**src/rtl/axil_master_port.sv**
```systemverilog
// axil_master_port: AXI4-Lite master front-end with independent write
// (AW/W/B) and read (AR/R) engines driven by a simple valid/ready command
// interface. Each completed transaction returns a one-cycle done pulse with
// the response code (and read data for reads).
// Optional feature: define AXIL_TIMEOUT_EN to add a per-engine response
// watchdog that aborts a stuck transaction with resp=2'b10 and locks that
// engine until reset.
module axil_master_port #(
  parameter int DATA_WIDTH     = 32,
  parameter int ADDR_WIDTH     = 5,
  parameter int STRB_WIDTH     = DATA_WIDTH / 8,
  parameter int TIMEOUT_CYCLES = 256
) (
  input  logic                  clk,
  input  logic                  rst_n,
  // user write command
  input  logic                  wr_valid,
  output logic                  wr_ready,
  input  logic [ADDR_WIDTH-1:0] wr_addr,
  input  logic [DATA_WIDTH-1:0] wr_data,
  input  logic [STRB_WIDTH-1:0] wr_strb,
  output logic                  wr_done,
  output logic [1:0]            wr_resp,
  // user read command
  input  logic                  rd_valid,
  output logic                  rd_ready,
  input  logic [ADDR_WIDTH-1:0] rd_addr,
  output logic                  rd_done,
  output logic [DATA_WIDTH-1:0] rd_data,
  output logic [1:0]            rd_resp,
  // AXI4-Lite write address / data / response
  output logic [ADDR_WIDTH-1:0] m_axil_awaddr,
  output logic [2:0]            m_axil_awprot,
  output logic                  m_axil_awvalid,
  input  logic                  m_axil_awready,
  output logic [DATA_WIDTH-1:0] m_axil_wdata,
  output logic [STRB_WIDTH-1:0] m_axil_wstrb,
  output logic                  m_axil_wvalid,
  input  logic                  m_axil_wready,
  input  logic [1:0]            m_axil_bresp,
  input  logic                  m_axil_bvalid,
  output logic                  m_axil_bready,
  // AXI4-Lite read address / data
  output logic [ADDR_WIDTH-1:0] m_axil_araddr,
  output logic [2:0]            m_axil_arprot,
  output logic                  m_axil_arvalid,
  input  logic                  m_axil_arready,
  input  logic [DATA_WIDTH-1:0] m_axil_rdata,
  input  logic [1:0]            m_axil_rresp,
  input  logic                  m_axil_rvalid,
  output logic                  m_axil_rready,
  // sticky watchdog flags
  output logic                  wr_timeout,
  output logic                  rd_timeout
);

  // W_LOCK / R_LOCK are only reachable when the watchdog is built in.
  typedef enum logic [1:0] {W_IDLE, W_SEND, W_RESP, W_LOCK} w_state_t;
  typedef enum logic [1:0] {R_IDLE, R_ADDR, R_DATA, R_LOCK} r_state_t;

  w_state_t              w_state_q;
  r_state_t              r_state_q;

  logic                  wr_ready_q, wr_done_q, awvalid_q, wvalid_q, bready_q;
  logic [1:0]            wr_resp_q;
  logic [ADDR_WIDTH-1:0] awaddr_q;
  logic [DATA_WIDTH-1:0] wdata_q;
  logic [STRB_WIDTH-1:0] wstrb_q;

  logic                  rd_ready_q, rd_done_q, arvalid_q, rready_q;
  logic [1:0]            rd_resp_q;
  logic [ADDR_WIDTH-1:0] araddr_q;
  logic [DATA_WIDTH-1:0] rdata_q;

  // AW and W complete independently; a dropped valid inside W_SEND means
  // that channel has already handshaked.
  logic aw_hs, w_hs, aw_ok, w_ok;
  assign aw_hs = awvalid_q & m_axil_awready;
  assign w_hs  = wvalid_q & m_axil_wready;
  assign aw_ok = aw_hs | ~awvalid_q;
  assign w_ok  = w_hs | ~wvalid_q;

`ifdef AXIL_TIMEOUT_EN
  localparam int CNT_W = $clog2(TIMEOUT_CYCLES) + 1;
  localparam logic [CNT_W-1:0] CNT_LIMIT = CNT_W'(TIMEOUT_CYCLES);

  logic [CNT_W-1:0] wr_cnt_q, wr_cnt_d, rd_cnt_q, rd_cnt_d;
  logic             wr_timeout_q, rd_timeout_q;
  logic             wr_expire, rd_expire;

  assign wr_cnt_d = wr_cnt_q + CNT_W'(1);
  assign rd_cnt_d = rd_cnt_q + CNT_W'(1);

  // A response arriving in the expiry cycle still completes normally.
  assign wr_expire = (w_state_q == W_SEND || w_state_q == W_RESP) &&
                     (wr_cnt_d == CNT_LIMIT) &&
                     !(w_state_q == W_RESP && m_axil_bvalid);
  assign rd_expire = (r_state_q == R_ADDR || r_state_q == R_DATA) &&
                     (rd_cnt_d == CNT_LIMIT) &&
                     !(r_state_q == R_DATA && m_axil_rvalid);

  assign wr_timeout = wr_timeout_q;
  assign rd_timeout = rd_timeout_q;
`else
  // The limit only sizes the optional watchdog; referenced here so the
  // parameter remains part of the elaborated design in every build.
  if (TIMEOUT_CYCLES < 1) begin : g_timeout_unused
  end

  assign wr_timeout = 1'b0;
  assign rd_timeout = 1'b0;
`endif

  // Write engine: capture command, run AW and W handshakes, wait for B.
  always_ff @(posedge clk or negedge rst_n) begin
    if (!rst_n) begin
      w_state_q  <= W_IDLE;
      wr_ready_q <= 1'b1;
      wr_done_q  <= 1'b0;
      wr_resp_q  <= 2'b00;
      awvalid_q  <= 1'b0;
      wvalid_q   <= 1'b0;
      bready_q   <= 1'b0;
      awaddr_q   <= '0;
      wdata_q    <= '0;
      wstrb_q    <= '0;
`ifdef AXIL_TIMEOUT_EN
      wr_cnt_q     <= '0;
      wr_timeout_q <= 1'b0;
`endif
    end else begin
      wr_done_q <= 1'b0;
      case (w_state_q)
        W_IDLE: begin
          if (wr_valid) begin
            awaddr_q   <= wr_addr;
            wdata_q    <= wr_data;
            wstrb_q    <= wr_strb;
            awvalid_q  <= 1'b1;
            wvalid_q   <= 1'b1;
            wr_ready_q <= 1'b0;
            w_state_q  <= W_SEND;
          end
        end
        W_SEND: begin
          if (aw_hs) awvalid_q <= 1'b0;
          if (w_hs)  wvalid_q  <= 1'b0;
          if (aw_ok && w_ok) begin
            bready_q  <= 1'b1;
            w_state_q <= W_RESP;
          end
        end
        W_RESP: begin
          if (m_axil_bvalid) begin
            wr_resp_q  <= m_axil_bresp;
            wr_done_q  <= 1'b1;
            bready_q   <= 1'b0;
            wr_ready_q <= 1'b1;
            w_state_q  <= W_IDLE;
          end
        end
        default: ;  // W_LOCK: parked until reset
      endcase
`ifdef AXIL_TIMEOUT_EN
      if (w_state_q == W_IDLE)      wr_cnt_q <= '0;
      else if (w_state_q != W_LOCK) wr_cnt_q <= wr_cnt_d;
      if (wr_expire) begin
        awvalid_q    <= 1'b0;
        wvalid_q     <= 1'b0;
        bready_q     <= 1'b0;
        wr_done_q    <= 1'b1;
        wr_resp_q    <= 2'b10;
        wr_timeout_q <= 1'b1;
        w_state_q    <= W_LOCK;
      end
`endif
    end
  end

  // Read engine: issue AR, then accept one R beat.
  always_ff @(posedge clk or negedge rst_n) begin
    if (!rst_n) begin
      r_state_q  <= R_IDLE;
      rd_ready_q <= 1'b1;
      rd_done_q  <= 1'b0;
      rd_resp_q  <= 2'b00;
      arvalid_q  <= 1'b0;
      rready_q   <= 1'b0;
      araddr_q   <= '0;
      rdata_q    <= '0;
`ifdef AXIL_TIMEOUT_EN
      rd_cnt_q     <= '0;
      rd_timeout_q <= 1'b0;
`endif
    end else begin
      rd_done_q <= 1'b0;
      case (r_state_q)
        R_IDLE: begin
          if (rd_valid) begin
            araddr_q   <= rd_addr;
            arvalid_q  <= 1'b1;
            rd_ready_q <= 1'b0;
            r_state_q  <= R_ADDR;
          end
        end
        R_ADDR: begin
          if (m_axil_arready) begin
            arvalid_q <= 1'b0;
            rready_q  <= 1'b1;
            r_state_q <= R_DATA;
          end
        end
        R_DATA: begin
          if (m_axil_rvalid) begin
            rdata_q    <= m_axil_rdata;
            rd_resp_q  <= m_axil_rresp;
            rd_done_q  <= 1'b1;
            rready_q   <= 1'b0;
            rd_ready_q <= 1'b1;
            r_state_q  <= R_IDLE;
          end
        end
        default: ;  // R_LOCK: parked until reset
      endcase
`ifdef AXIL_TIMEOUT_EN
      if (r_state_q == R_IDLE)      rd_cnt_q <= '0;
      else if (r_state_q != R_LOCK) rd_cnt_q <= rd_cnt_d;
      if (rd_expire) begin
        arvalid_q    <= 1'b0;
        rready_q     <= 1'b0;
        rd_done_q    <= 1'b1;
        rd_resp_q    <= 2'b10;
        rd_timeout_q <= 1'b1;
        r_state_q    <= R_LOCK;
      end
`endif
    end
  end

  assign wr_ready       = wr_ready_q;
  assign wr_done        = wr_done_q;
  assign wr_resp        = wr_resp_q;
  assign rd_ready       = rd_ready_q;
  assign rd_done        = rd_done_q;
  assign rd_data        = rdata_q;
  assign rd_resp        = rd_resp_q;

  assign m_axil_awaddr  = awaddr_q;
  assign m_axil_awprot  = 3'b000;
  assign m_axil_awvalid = awvalid_q;
  assign m_axil_wdata   = wdata_q;
  assign m_axil_wstrb   = wstrb_q;
  assign m_axil_wvalid  = wvalid_q;
  assign m_axil_bready  = bready_q;
  assign m_axil_araddr  = araddr_q;
  assign m_axil_arprot  = 3'b000;
  assign m_axil_arvalid = arvalid_q;
  assign m_axil_rready  = rready_q;

endmodule
```
**config.mk**
```make
export PLATFORM = sky130hd
export DESIGN_NAME = axil_master_port
export DESIGN_NICKNAME = d
export VERILOG_FILES = /design/src/rtl/axil_master_port.sv
export SDC_FILE = /design/constraint.sdc
export NUM_CORES = 1
export LEC_CHECK = 0
export ABC_AREA = 0
export BUFFER_PORTS_ARGS = -buffer_cell sky130_fd_sc_hd__buf_2
export CAP_MARGIN = 20
export CORE_UTILIZATION = 50
export CTS_CLUSTER_DIAMETER = 40
export DETAILED_ROUTE_END_ITERATION = 12
export GPL_TIMING_DRIVEN = 0
export PLACE_DENSITY = 0.85
export REMOVE_ABC_BUFFERS = 1
export SLEW_MARGIN = 10
export SYNTH_ARGS = -nofsm -noshare
export SYNTH_HDL_FRONTEND = slang
export SYNTH_SLANG_ARGS = --single-unit
export TNS_END_PERCENT = 20
```
**constraint.sdc**
```tcl
create_clock -name clk -period 3.1 [get_ports clk]
set_input_delay 0.31 -clock clk [delete_from_list [all_inputs] [get_ports clk]]
set_output_delay 0.31 -clock clk [all_outputs]
set_load 0.01 [all_outputs]
```
==> impl.org, run 1 <==
** Final layout
- Total number of nets in the final design :: 552
- # fillers :: 615
- Post-Layout Inst Area :: 0.00527 mm2
- Fraction of final layout cells with drive strength greater than 1 :: 64.4%
- The library cell used most frequently in the layout, excluding fill and tap cells, is sky130_fd_sc_hd__buf_2.
- The repair_antennas step left the layout with diodes totalling 0.
- Relative to the synthesized area, the layout overhead comes to 29.0%.
- Leaving out fill and tap cells, the most frequent cells in the layout are 180 x sky130_fd_sc_hd__buf_2, 93 x sky130_fd_sc_hd__dfrtp_1, 53 x sky130_fd_sc_hd__mux2_2, 30 x sky130_fd_sc_hd__mux2_4, 11 x sky130_fd_sc_hd__inv_1.

** CTS
- Clock transition at the registers of the reported paths :: 0.10 ns
- The clock tree synthesis step divided the H-tree into 3 levels.
- Count of clock tree sinks :: 95
- Maximum clock insertion buffer count :: 2
- Clock insertion delay at the later pin of the skew report :: 0.35 ns
- After clock tree synthesis, the setup repair step added 0 buffers.
- Clock Root Buffer :: sky130_fd_sc_hd__clkbuf_8
- Number of buffers created by CTS :: 9
- TritonCTS clock tree :: done

** Drt
- After the first detailed-routing iteration, the DRC count stood at 32.
- Via density per instance :: 4.90
- Post-route antenna net violation count :: 0
- Final routed wire length divided by cell count :: 14.9 um
- Length of the first detailed-routing pass in iterations :: 4
- Vias post-DR :: 2730
- Final routed DRC violation total :: 0
- WL final :: 8.32 mm

** Place
- Summing all placed instances gives a cell area of 0.00506 mm2.
- Routability-driven placement finished with a final weighted congestion of 0.775.
- Count of buffers inserted at the top-level ports :: 181
- The HPWL after detailed placement is 6.36 mm.

** Timing
- For this run, the top clock speed supported by timing is 0.519 GHz.
- Headroom to the max-slew limit came out at 60.6%.
- Unrepaired setup endpoints after global routing :: no
- Number of pins with negative max-slew slack in the final report :: 0
- Clock Skews :: 0.0130 ns
- For the pin with the worst max-slew slack, the measured transition is 0.590 ns.
- Final setup fails :: 0
- In the finished design, the share of the clock period the worst path needs comes to 62.2%.
- Adding up every negative setup slack in the final design gives 0 ns.
- Period minus WS final :: 1.93 ns
- Number of endpoints with negative hold slack in the final report :: 0

** Setup path
- Walking the worst path, the cells encountered are inv_1, ha_1, and2_2, buf_12, mux2_2.
- CP Data Required Time :: 3.33 ns
- Broken down by cell family, the worst path's largest delay share belongs to flip-flops.
- Across all register-to-register paths, the minimum setup slack is 1.17 ns.
- The number of buffers and inverters on the critical path is 2.
- The worst setup path is launched from a register.
- Worst-path maximum fanout :: 30
- Crit-path max cell delay :: 0.44 ns
- Data on the critical path arrives at its endpoint at 2.15 ns.
- The critical path is of the reg2reg type.
- The slowest stage of the critical path belongs to the cell sky130_fd_sc_hd__dfrtp_1.
- Endpoint kind of the worst setup timing path :: register

** Power and ir drop
- VDD sags by at most 522 uV.
- Total leakage power :: 2.69 nW
- Cell area power density :: 1030 mW/mm2

** Global route
- Global-route total usage across every layer :: 20.2%
- Global routing finished with a remaining overflow of 0.
- Initial antenna violation count :: 0
- Via count of the first global-routing pass :: 2763
- Wire length of the first global-routing pass :: 13.2 mm
- Maximum number of pins on one net before global-route repair :: 51

** Die
- The core region is 0.00781 mm2.
- Die H :: 92.3 um
- Die area :: 0.00853 mm2
- The floorplan has 32 rows.
- Die X :: 92.3 um
- The initial utilization of the core area, before any placement, comes to 52.3%.
- Number of ports placed on the die boundary :: 190

** Job
- Max-capacitance violation count :: 0

** Yosys
- Yosys printed 0 warnings.
- Post-synth cell types :: 31
- In the synthesized netlist, the number of instances is 264.
- Synth Register Bits :: 95
- In this run the cell area of the synthesized design comes to 0.00408 mm2.
- Proportion of synthesized chip area in sequential cells :: 58.3%
- The average instance in the mapped netlist occupies 15.5 um2.

** Run status
- Result of the run :: completed

** Min path
- The path class of the tightest hold or removal check is in2reg.
-- power by group --
part / internal [W] / total, W / leakage [nW] / switching [W]
Sequential: 0.00187 / 0.00219 / 1.12 / 0.000329
Combinational: 0.00131 / 0.00241 / 1.48 / 0.00110
Clock: 0.000374 / 0.000794 / 0.0961 / 0.000419
-- registers in the layout (all words and copies together), names as in the netlist, 2 cells and up --
register / cells
m_axil_wdata: 32
rd_data: 32
m_axil_araddr: 5
m_axil_awaddr: 5
m_axil_wstrb: 4
r_state_q: 2
rd_resp: 2
w_state_q: 2
wr_resp: 2
-- cells in the mapped netlist (all sizes together) --
library cell	count	share of area, %
dfrtp	93	57
mux2	83	26
buf	16	3.7
inv	11	1.0
ha	10	3.1
a21oi	9	1.1
nand2	7	0.64
o21ai	6	1.0
nor2	4	0.37
nor2b	4	1.2
nand2b	3	0.46
a22o	2	0.46
dfstp	2	1.3
mux2i	2	0.49
nand3	2	0.25
o22ai	2	0.31
a2111oi	1	0.67
a21o	1	0.18
a31oi	1	0.15
and2	1	0.15
conb	1	0.092
o2111ai	1	0.37
o31ai	1	0.18
or3	1	0.15
-- cells by family (layout without fill, tap and decap cells) --
group | Yosys count | in the layout | share of synthesized area [%]
AO/OA/AOI/OAI | 24 | 24 | 4.45
adder cells (fa/ha/maj) | 10 | 10 | 3.07
AND/OR/NAND/NOR | 22 | 22 | 3.19
other | 1 | 8 | 0.0919
buffers and inverters | 27 | 211 | 4.72
multiplexers | 85 | 85 | 26.2
flip-flops | 95 | 95 | 58.3
-- path summary, 6_finish.rpt --
| path | start | endpoint | cells after the start |
|---|---|---|---|
| setup / recovery | r_state_q[0] | rd_data[30] | 5 |
| hold / removal | m_axil_rdata[18] | rd_data[18] | 2 |
| setup reg to reg | r_state_q[0] | rd_data[30] | 5 |
| hold reg to reg | m_axil_wdata[27] | m_axil_wdata[27] | 1 |
| max in group asynchronous | rst_n | rd_ready | 3 |
| min in group asynchronous | rst_n | m_axil_wvalid | 2 |
-- cell type report --
cell class	count	area [um2]	area share (%)
Sequential cell	95	2380	45.2
Multi-Input combinational cell	149	1540	29.2
Timing Repair Buffer	185	986	18.7
Tap cell	102	128	2.42
Clock buffer	9	124	2.35
Clock inverter	6	68.8	1.31
Inverter	11	41.3	0.784
-- metrics by stage --
step,utilization [%],hold slack (ns),setup WS (ns),instances,power (W)
final,67.4,0.183,1.17,557,0.00540
after CTS,67.4,0.163,1.17,557,0.00546
after global placement,63.9,0.483,0.233,538,0.00450
after global routing,67.4,0.154,1.10,557,0.00575
after detailed placement,64.8,0.351,1.19,541,0.00465
after floorplan,-,0.0144,0.550,255,0.00369
-- routing by layer --
layer	track usage [%]	vias up	routed length, um
met5	0	-	0
met4	5.47	0	65
met3	5.01	8	528
met2	36.9	114	4380
met1	23.5	1338	3350
li1	-	1270	-
-- repair_timing --
item,4_1_cts,5_1_grt
resized for setup,0,0
hold endpoints to repair,45,0
hold buffers,1,0
(Power assumes the default switching activity.)
==> run 2: changes to the inputs <==
--- a/config.mk
+++ b/config.mk
@@ -8,11 +8,11 @@
 export ABC_AREA = 0
 export BUFFER_PORTS_ARGS = -buffer_cell sky130_fd_sc_hd__buf_2
 export CAP_MARGIN = 20
-export CORE_UTILIZATION = 50
+export CORE_UTILIZATION = 47
 export CTS_CLUSTER_DIAMETER = 40
 export DETAILED_ROUTE_END_ITERATION = 12
 export GPL_TIMING_DRIVEN = 0
-export PLACE_DENSITY = 0.85
+export PLACE_DENSITY = 0.81
 export REMOVE_ABC_BUFFERS = 1
 export SLEW_MARGIN = 10
 export SYNTH_ARGS = -nofsm -noshare
==> constraint.sdc (replaced) <==
create_clock -name clk -period 1.9 [get_ports clk]
set_input_delay 0.19 -clock clk [delete_from_list [all_inputs] [get_ports clk]]
set_output_delay 0.19 -clock clk [all_outputs]
set_load 0.01 [all_outputs]
==> impl.org, run 2 (synthesis results as in run 1) <==
** Run status
- The run finished with clean final reports.

** Timing
- Worst relative slew slack :: 63.3%
- Setup ws final :: 0.224 ns
- Minimum hold slack :: 0.0672 ns
- The clock arrives with 0.00988 ns of skew.
- Actual transition at the worst max-transition pin :: 0.551 ns
- Setup repair after global routing left no endpoint under its margin.
- The final-report max-slew violation count was 0.
- Fmax :: 0.597 GHz
- Post-route fraction of the period consumed by the critical path :: 88.2%
- Period minus WS final :: 1.68 ns
- The final hold violation count came to 0.
- Final setup fails :: 0

** Die
- Measured along the x axis, the die boundary spans 95.2 um.
- Number of rows created at floorplan :: 33
- The initial utilization of the core area, before any placement, comes to 49.2%.
- The core region is 0.00830 mm2.
- The die covers 0.00906 mm2.
- Pin placement for this block handled 190 I/O pins.
- Die H :: 95.2 um

** Final layout
- Counting the fill cells in the layout gives 652.
- Relative to the synthesized area, the layout overhead comes to 30.0%.
- The library cells used most frequently in the layout, excluding fill and tap cells, are 180 x sky130_fd_sc_hd__buf_2, 93 x sky130_fd_sc_hd__dfrtp_1, 53 x sky130_fd_sc_hd__mux2_2, 30 x sky130_fd_sc_hd__mux2_4.
- Count of inserted antenna diode cells :: 0
- Cells with a size suffix above 1 make up 64.5% of the layout.
- Final Instance Count excl. Fillers :: 561
- Leaving out fill and tap cells, the most frequent cell in the layout is sky130_fd_sc_hd__buf_2.
- Total number of nets in the final design :: 553

** Power and ir drop
- Cell internal power was estimated by the tool at 0.00587 W.
- The analysis attributes to cell leakage a power of 2.70 nW.
- Sw Ratio :: 33.4%
- Combinational power share :: 44.3%
- Cell area power density :: 1660 mW/mm2
- In this run the power spent charging and discharging nets is 0.00295 W.
- Sequential fraction of design power :: 40.4%
- Final Power :: 0.00882 W
- Clk pwr share :: 15.3%
- Max rail drop VDD :: 728 uV

** Drt
- Final routed DRC violation total :: 0
- The routed layout has 2672 vias.
- WL final :: 7.96 mm
- Initial drt markers :: 33
- Post-route antenna net violation count :: 0
- Via density per instance :: 4.76
- Length of the first detailed-routing pass in iterations :: 2
- Final routed wire length divided by cell count :: 14.2 um

** Place
- Placed wire-length estimate :: 6.10 mm
- Before CTS, the worst setup slack after placement is -0.0952 ns.
- Input and output buffers added on the ports amount to 181.
- At the end of routability-driven placement, the weighted congestion stood at 0.754.
- The number of placed instances, taps included, is 544.

** Setup path
- Worst-path maximum fanout :: 35
- Startpoint kind of the worst setup timing path :: register
- Setup Crit Path Kind :: reg2reg
- Data on the critical path arrives at its endpoint at 1.90 ns.
- At the worst endpoint, the required time is 2.13 ns.
- Endpoint kind of the worst setup timing path :: register

** CTS
- Number of levels in the clock H-tree :: 3
- TritonCTS built the clock tree.
- The clock reaches the later pin of the worst-skew pair after 0.34 ns.
- Maximum clock insertion buffer count :: 2
- Clock Root Buffer :: sky130_fd_sc_hd__clkbuf_8
- In this run, CTS created clock tree buffers numbering 9.
- Clock transition at the registers of the reported paths :: 0.10 ns
- The clock net in this run drives a total of 95 sinks.

** Global route
- In the global route stage, overall resource usage came out at 18.1%.
- For this run, global-route usage on met2 was measured as 30.6%.
- The number of global-route vias before repair was 2709.
- Met3 demand-to-capacity share in global routing :: 5.34%
- Busiest metal layer after global routing :: met2
- Initial antenna violation count :: 0
- Summed over all layers, the global routing overflow is 0.
- Maximum number of pins on one net before global-route repair :: 54
- For met1 alone, demand over resource in global routing was 21.3%.
- Wire length of the first global-routing pass :: 12.6 mm

** Min path
- Hold WC Path Type :: in2reg

** Job
- Max-cap violations in this run came to 0.
## run 2: cell count changes in the layout (fill, tap and decap cells not counted), sizes merged
cell      delta
clkinvlp     +1
inv          -1
clkinv       -2
buf          +1
clkbuf       +2
## run 2: metrics by stage
step	TNS [ns]	utilization (%)	area, um2
after floorplan	-29.02	-	3960
after global placement	-73.04	60.2	4990
after detailed placement	-1.76	61.0	5070
after CTS	0	63.7	5280
after global routing	0	63.9	5300
final	0	63.9	5300
## run 2: layout make-up
| type | instances | area (um2) | area share [%] |
|---|---|---|---|
| repair buffers | 186 | 1010 | 19.0 |
| flip-flops and latches | 95 | 2380 | 44.9 |
| clock buffers | 11 | 151 | 2.86 |
| inverters | 11 | 41.3 | 0.779 |
| well taps | 105 | 131 | 2.48 |
| multi-input cells | 149 | 1540 | 29.0 |
| clock inverters | 4 | 53.8 | 1.01 |
## run 2: critical path: stages, from the launching register on
cell and delay, ns:
sky130_fd_sc_hd__dfrtp_1 0.38, sky130_fd_sc_hd__inv_1 0.09, sky130_fd_sc_hd__ha_1 0.27, sky130_fd_sc_hd__nand2_2 0.21, sky130_fd_sc_hd__buf_12 0.24, sky130_fd_sc_hd__mux2_2 0.36
## run 2: routing by layer
metal  up-vias  wire length [um]  share of wire [%]
met5         -                 0                  0
met4         0               172                2.2
met3        15               651                8.2
met2       116              3920                 49
met1      1269              3220                 40
li1       1272                 -                  -
## run 2: path summary, 6_finish.rpt
check	startpoint	to	slack (ns)	depth (start not counted)
worst max register to register	w_state_q[0]	m_axil_wdata[29]	0.22	5
worst min-delay path	m_axil_rdata[20]	rd_data[20]	0.07	2
min in group asynchronous	rst_n	m_axil_wdata[31]	0.37	2
worst min register to register	m_axil_wdata[15]	m_axil_wdata[15]	0.50	1
worst max-delay path	w_state_q[0]	m_axil_wdata[29]	0.22	5
max in group asynchronous	rst_n	wr_ready	0.84	3
## run 2: power groups by stage
stage               clock network, W  registers [W]  logic [W]
detailed placement                 0        0.00360    0.00393
CTS                          0.00140        0.00357    0.00395
floorplan                          0        0.00405    0.00197
finish                       0.00135        0.00356    0.00390
global placement                   0        0.00353    0.00382
global route                 0.00150        0.00370    0.00427
## run 2: what timing repair did
item	CTS	global route
pin swaps	0	1
setup endpoints to repair	21	21
hold endpoints to repair	41	0
gates cloned	0	0
gates resized for setup	1	0
hold buffers	1	0
setup buffers	0	1
==> run 3: changes to the inputs <==
--- a/config.mk
+++ b/config.mk
@@ -11,7 +11,6 @@
 export CORE_UTILIZATION = 47
 export CTS_CLUSTER_DIAMETER = 40
 export DETAILED_ROUTE_END_ITERATION = 12
-export GPL_TIMING_DRIVEN = 0
 export PLACE_DENSITY = 0.81
 export REMOVE_ABC_BUFFERS = 1
 export SLEW_MARGIN = 10
==> impl.org, run 3 (synthesis results as in run 1) <==
** Final layout
- Area of the multi-input gates :: 0.00154 mm2
- Post-synthesis to final-layout area growth :: 31.1%
- The finished cells cover 0.00535 mm2.
- Register Area :: 0.00238 mm2
- Total number of nets in the final design :: 555
- Most common cell after layout, fill and taps aside :: sky130_fd_sc_hd__buf_2
- Cells with a size suffix above 1 make up 64.6% of the layout.
- Count of inserted antenna diode cells :: 0
- The library cells used most frequently in the layout, excluding fill and tap cells, are 180 x sky130_fd_sc_hd__buf_2, 93 x sky130_fd_sc_hd__dfrtp_1, 53 x sky130_fd_sc_hd__mux2_2, 30 x sky130_fd_sc_hd__mux2_4, 11 x sky130_fd_sc_hd__inv_1.
- Post-route core utilization :: 64.4%
- # fillers :: 658

** Power and ir drop
- Max rail drop VDD :: 812 uV
- Total leakage power :: 2.73 nW
- In this run the power density over the cells is 1700 mW/mm2.

** Drt
- Final routed DRC violation total :: 0
- The detailed router finished its first iteration with 29 violations.
- Post-route antenna net violation count :: 0
- Length of the first detailed-routing pass in iterations :: 4
- Vias post-DR :: 2745
- Via density per instance :: 4.88
- Final routed wire length divided by cell count :: 14.9 um
- WL final :: 8.39 mm

** Die
- The total area inside the core boundary comes to 0.00830 mm2.
- The die covers 0.00906 mm2.
- In this run the vertical extent of the chip is 95.2 um.
- Die X :: 95.2 um
- In this run the core area contains 33 standard-cell rows.
- Initial Util :: 49.2%
- Number of ports placed on the die boundary :: 190

** CTS
- The clock net in this run drives a total of 95 sinks.
- After clock tree synthesis, the setup repair step added 0 buffers.
- After clock tree synthesis, the repair step resized 0 gates.
- After clock tree synthesis, the clock-pin slew on the worst setup and hold paths is 0.09 ns.
- The number of hold buffers added after CTS was 1.
- Clock Root Buffer :: sky130_fd_sc_hd__clkbuf_8
- In this run, CTS created clock tree buffers numbering 9.
- TritonCTS clock tree :: done
- Number of levels in the clock H-tree :: 3
- Maximum clock insertion buffer count :: 2
- Clock insertion delay at the later pin of the skew report :: 0.35 ns

** Min path
- Worst hold path stage count :: 2
- Startpoint of the most critical hold path :: wr_data[1]
- The worst hold path terminates at m_axil_wdata[1].
- Hold WC Path Type :: in2reg

** Timing
- Setup repair after global routing left no endpoint under its margin.
- Number of pins with negative max-slew slack in the final report :: 0
- Minimum hold slack :: 0.0615 ns
- Clock Skews :: 0.0123 ns
- Final setup fails :: 0
- The routed design could run at a clock period as short as 1.70 ns.
- Post-route fraction of the period consumed by the critical path :: 89.3%
- Based on the critical path, the design can be clocked at up to 0.589 GHz.
- The final hold violation count was 0.

** Setup path
- By startpoint and endpoint, the worst setup path is classified as reg2reg.
- STA classifies the critical path startpoint as a register.
- Endpoint kind of the worst setup timing path :: register
- Critical Path AT :: 1.93 ns
- Data on the critical path is required at its endpoint by 2.13 ns.
- Worst-path maximum fanout :: 5
- The worst register-to-register path begins at w_state_q[1].
- The endpoint identified for the worst register-to-register timing path is w_state_q[1].
- The worst register-to-register path has a setup slack of 0.20 ns.
- Reg2Reg Depth :: 5

** Job
- Max-capacitance violation count :: 0

** Global route
- The initial antenna violation count came to 0.
- The number of global-route vias before repair was 2782.
- The first global-routing pass estimated 12.9 mm of wire.
- Maximum number of pins on one net before global-route repair :: 46
- Global-route total usage across every layer :: 18.9%
- Total congestion overflow :: 0

** Place
- The HPWL after detailed placement is 6.42 mm.
- The placed instances occupy a cell area of 0.00509 mm2.
- At the end of routability-driven placement, the weighted congestion stood at 0.689.
- Count of buffers inserted at the top-level ports :: 181

** Run status
- The run finished with clean final reports.
[run 3: cell count changes in the layout (fill, tap and decap cells not counted), sizes merged]
cell	previous run	this run
inv	12	11
buf	185	187
bufinv	1	3
clkinvlp	2	1
clkbuf	11	10
clkinv	0	1
[run 3: power by group]
group          internal, W  total, W  switching, W
Clock             0.000905   0.00157      0.000668
Sequential         0.00304   0.00357      0.000529
Combinational      0.00215   0.00394       0.00179
Total              0.00610   0.00908       0.00299
[run 3: worst max-delay path, cell delays in order (launching register included)]
cell                        delay (ns)
sky130_fd_sc_hd__dfrtp_1          0.40
sky130_fd_sc_hd__inv_1            0.10
sky130_fd_sc_hd__ha_1             0.25
sky130_fd_sc_hd__or3_1            0.39
sky130_fd_sc_hd__o2111ai_2        0.13
sky130_fd_sc_hd__mux2_4           0.32
[run 3: metal layers]
metal  vias up  share of wire (%)  track usage [%]
li1       1276                  -                -
met2       122                 49             31.8
met5         -                  0                0
met4         0                2.7             9.47
met3        18                8.0             5.74
met1      1329                 40             21.7
[run 3: layout make-up]
class	count	area share (%)
inverters	11	0.772
flip-flops and latches	95	44.5
multi-input cells	149	28.8
clock inverters	5	1.99
well taps	105	2.46
clock buffers	10	2.57
repair buffers	188	19.0
[run 3: worst max path at each step]
stage	start	to	slack, ns	cells past startpoint
after CTS	w_state_q[0]	w_state_q[1]	0.21	5
after global routing	r_state_q[0]	rd_data[29]	0.12	5
after detailed placement	w_state_q[0]	m_axil_wdata[12]	0.22	5
after global placement	r_state_q[0]	rd_data[28]	0.29	5
final	w_state_q[1]	w_state_q[1]	0.20	5
after floorplan	r_state_q[0]	rd_data[27]	-0.65	4
[run 3: per-stage QoR]
step	cells	power, W	setup TNS [ns]	setup slack [ns]
after floorplan	255	0.00602	-29.02	-0.650
after global placement	547	0.00740	0	0.289
after detailed placement	547	0.00758	0	0.222
after CTS	563	0.00920	0	0.210
after global routing	563	0.00969	0	0.117
final	563	0.00908	0	0.203
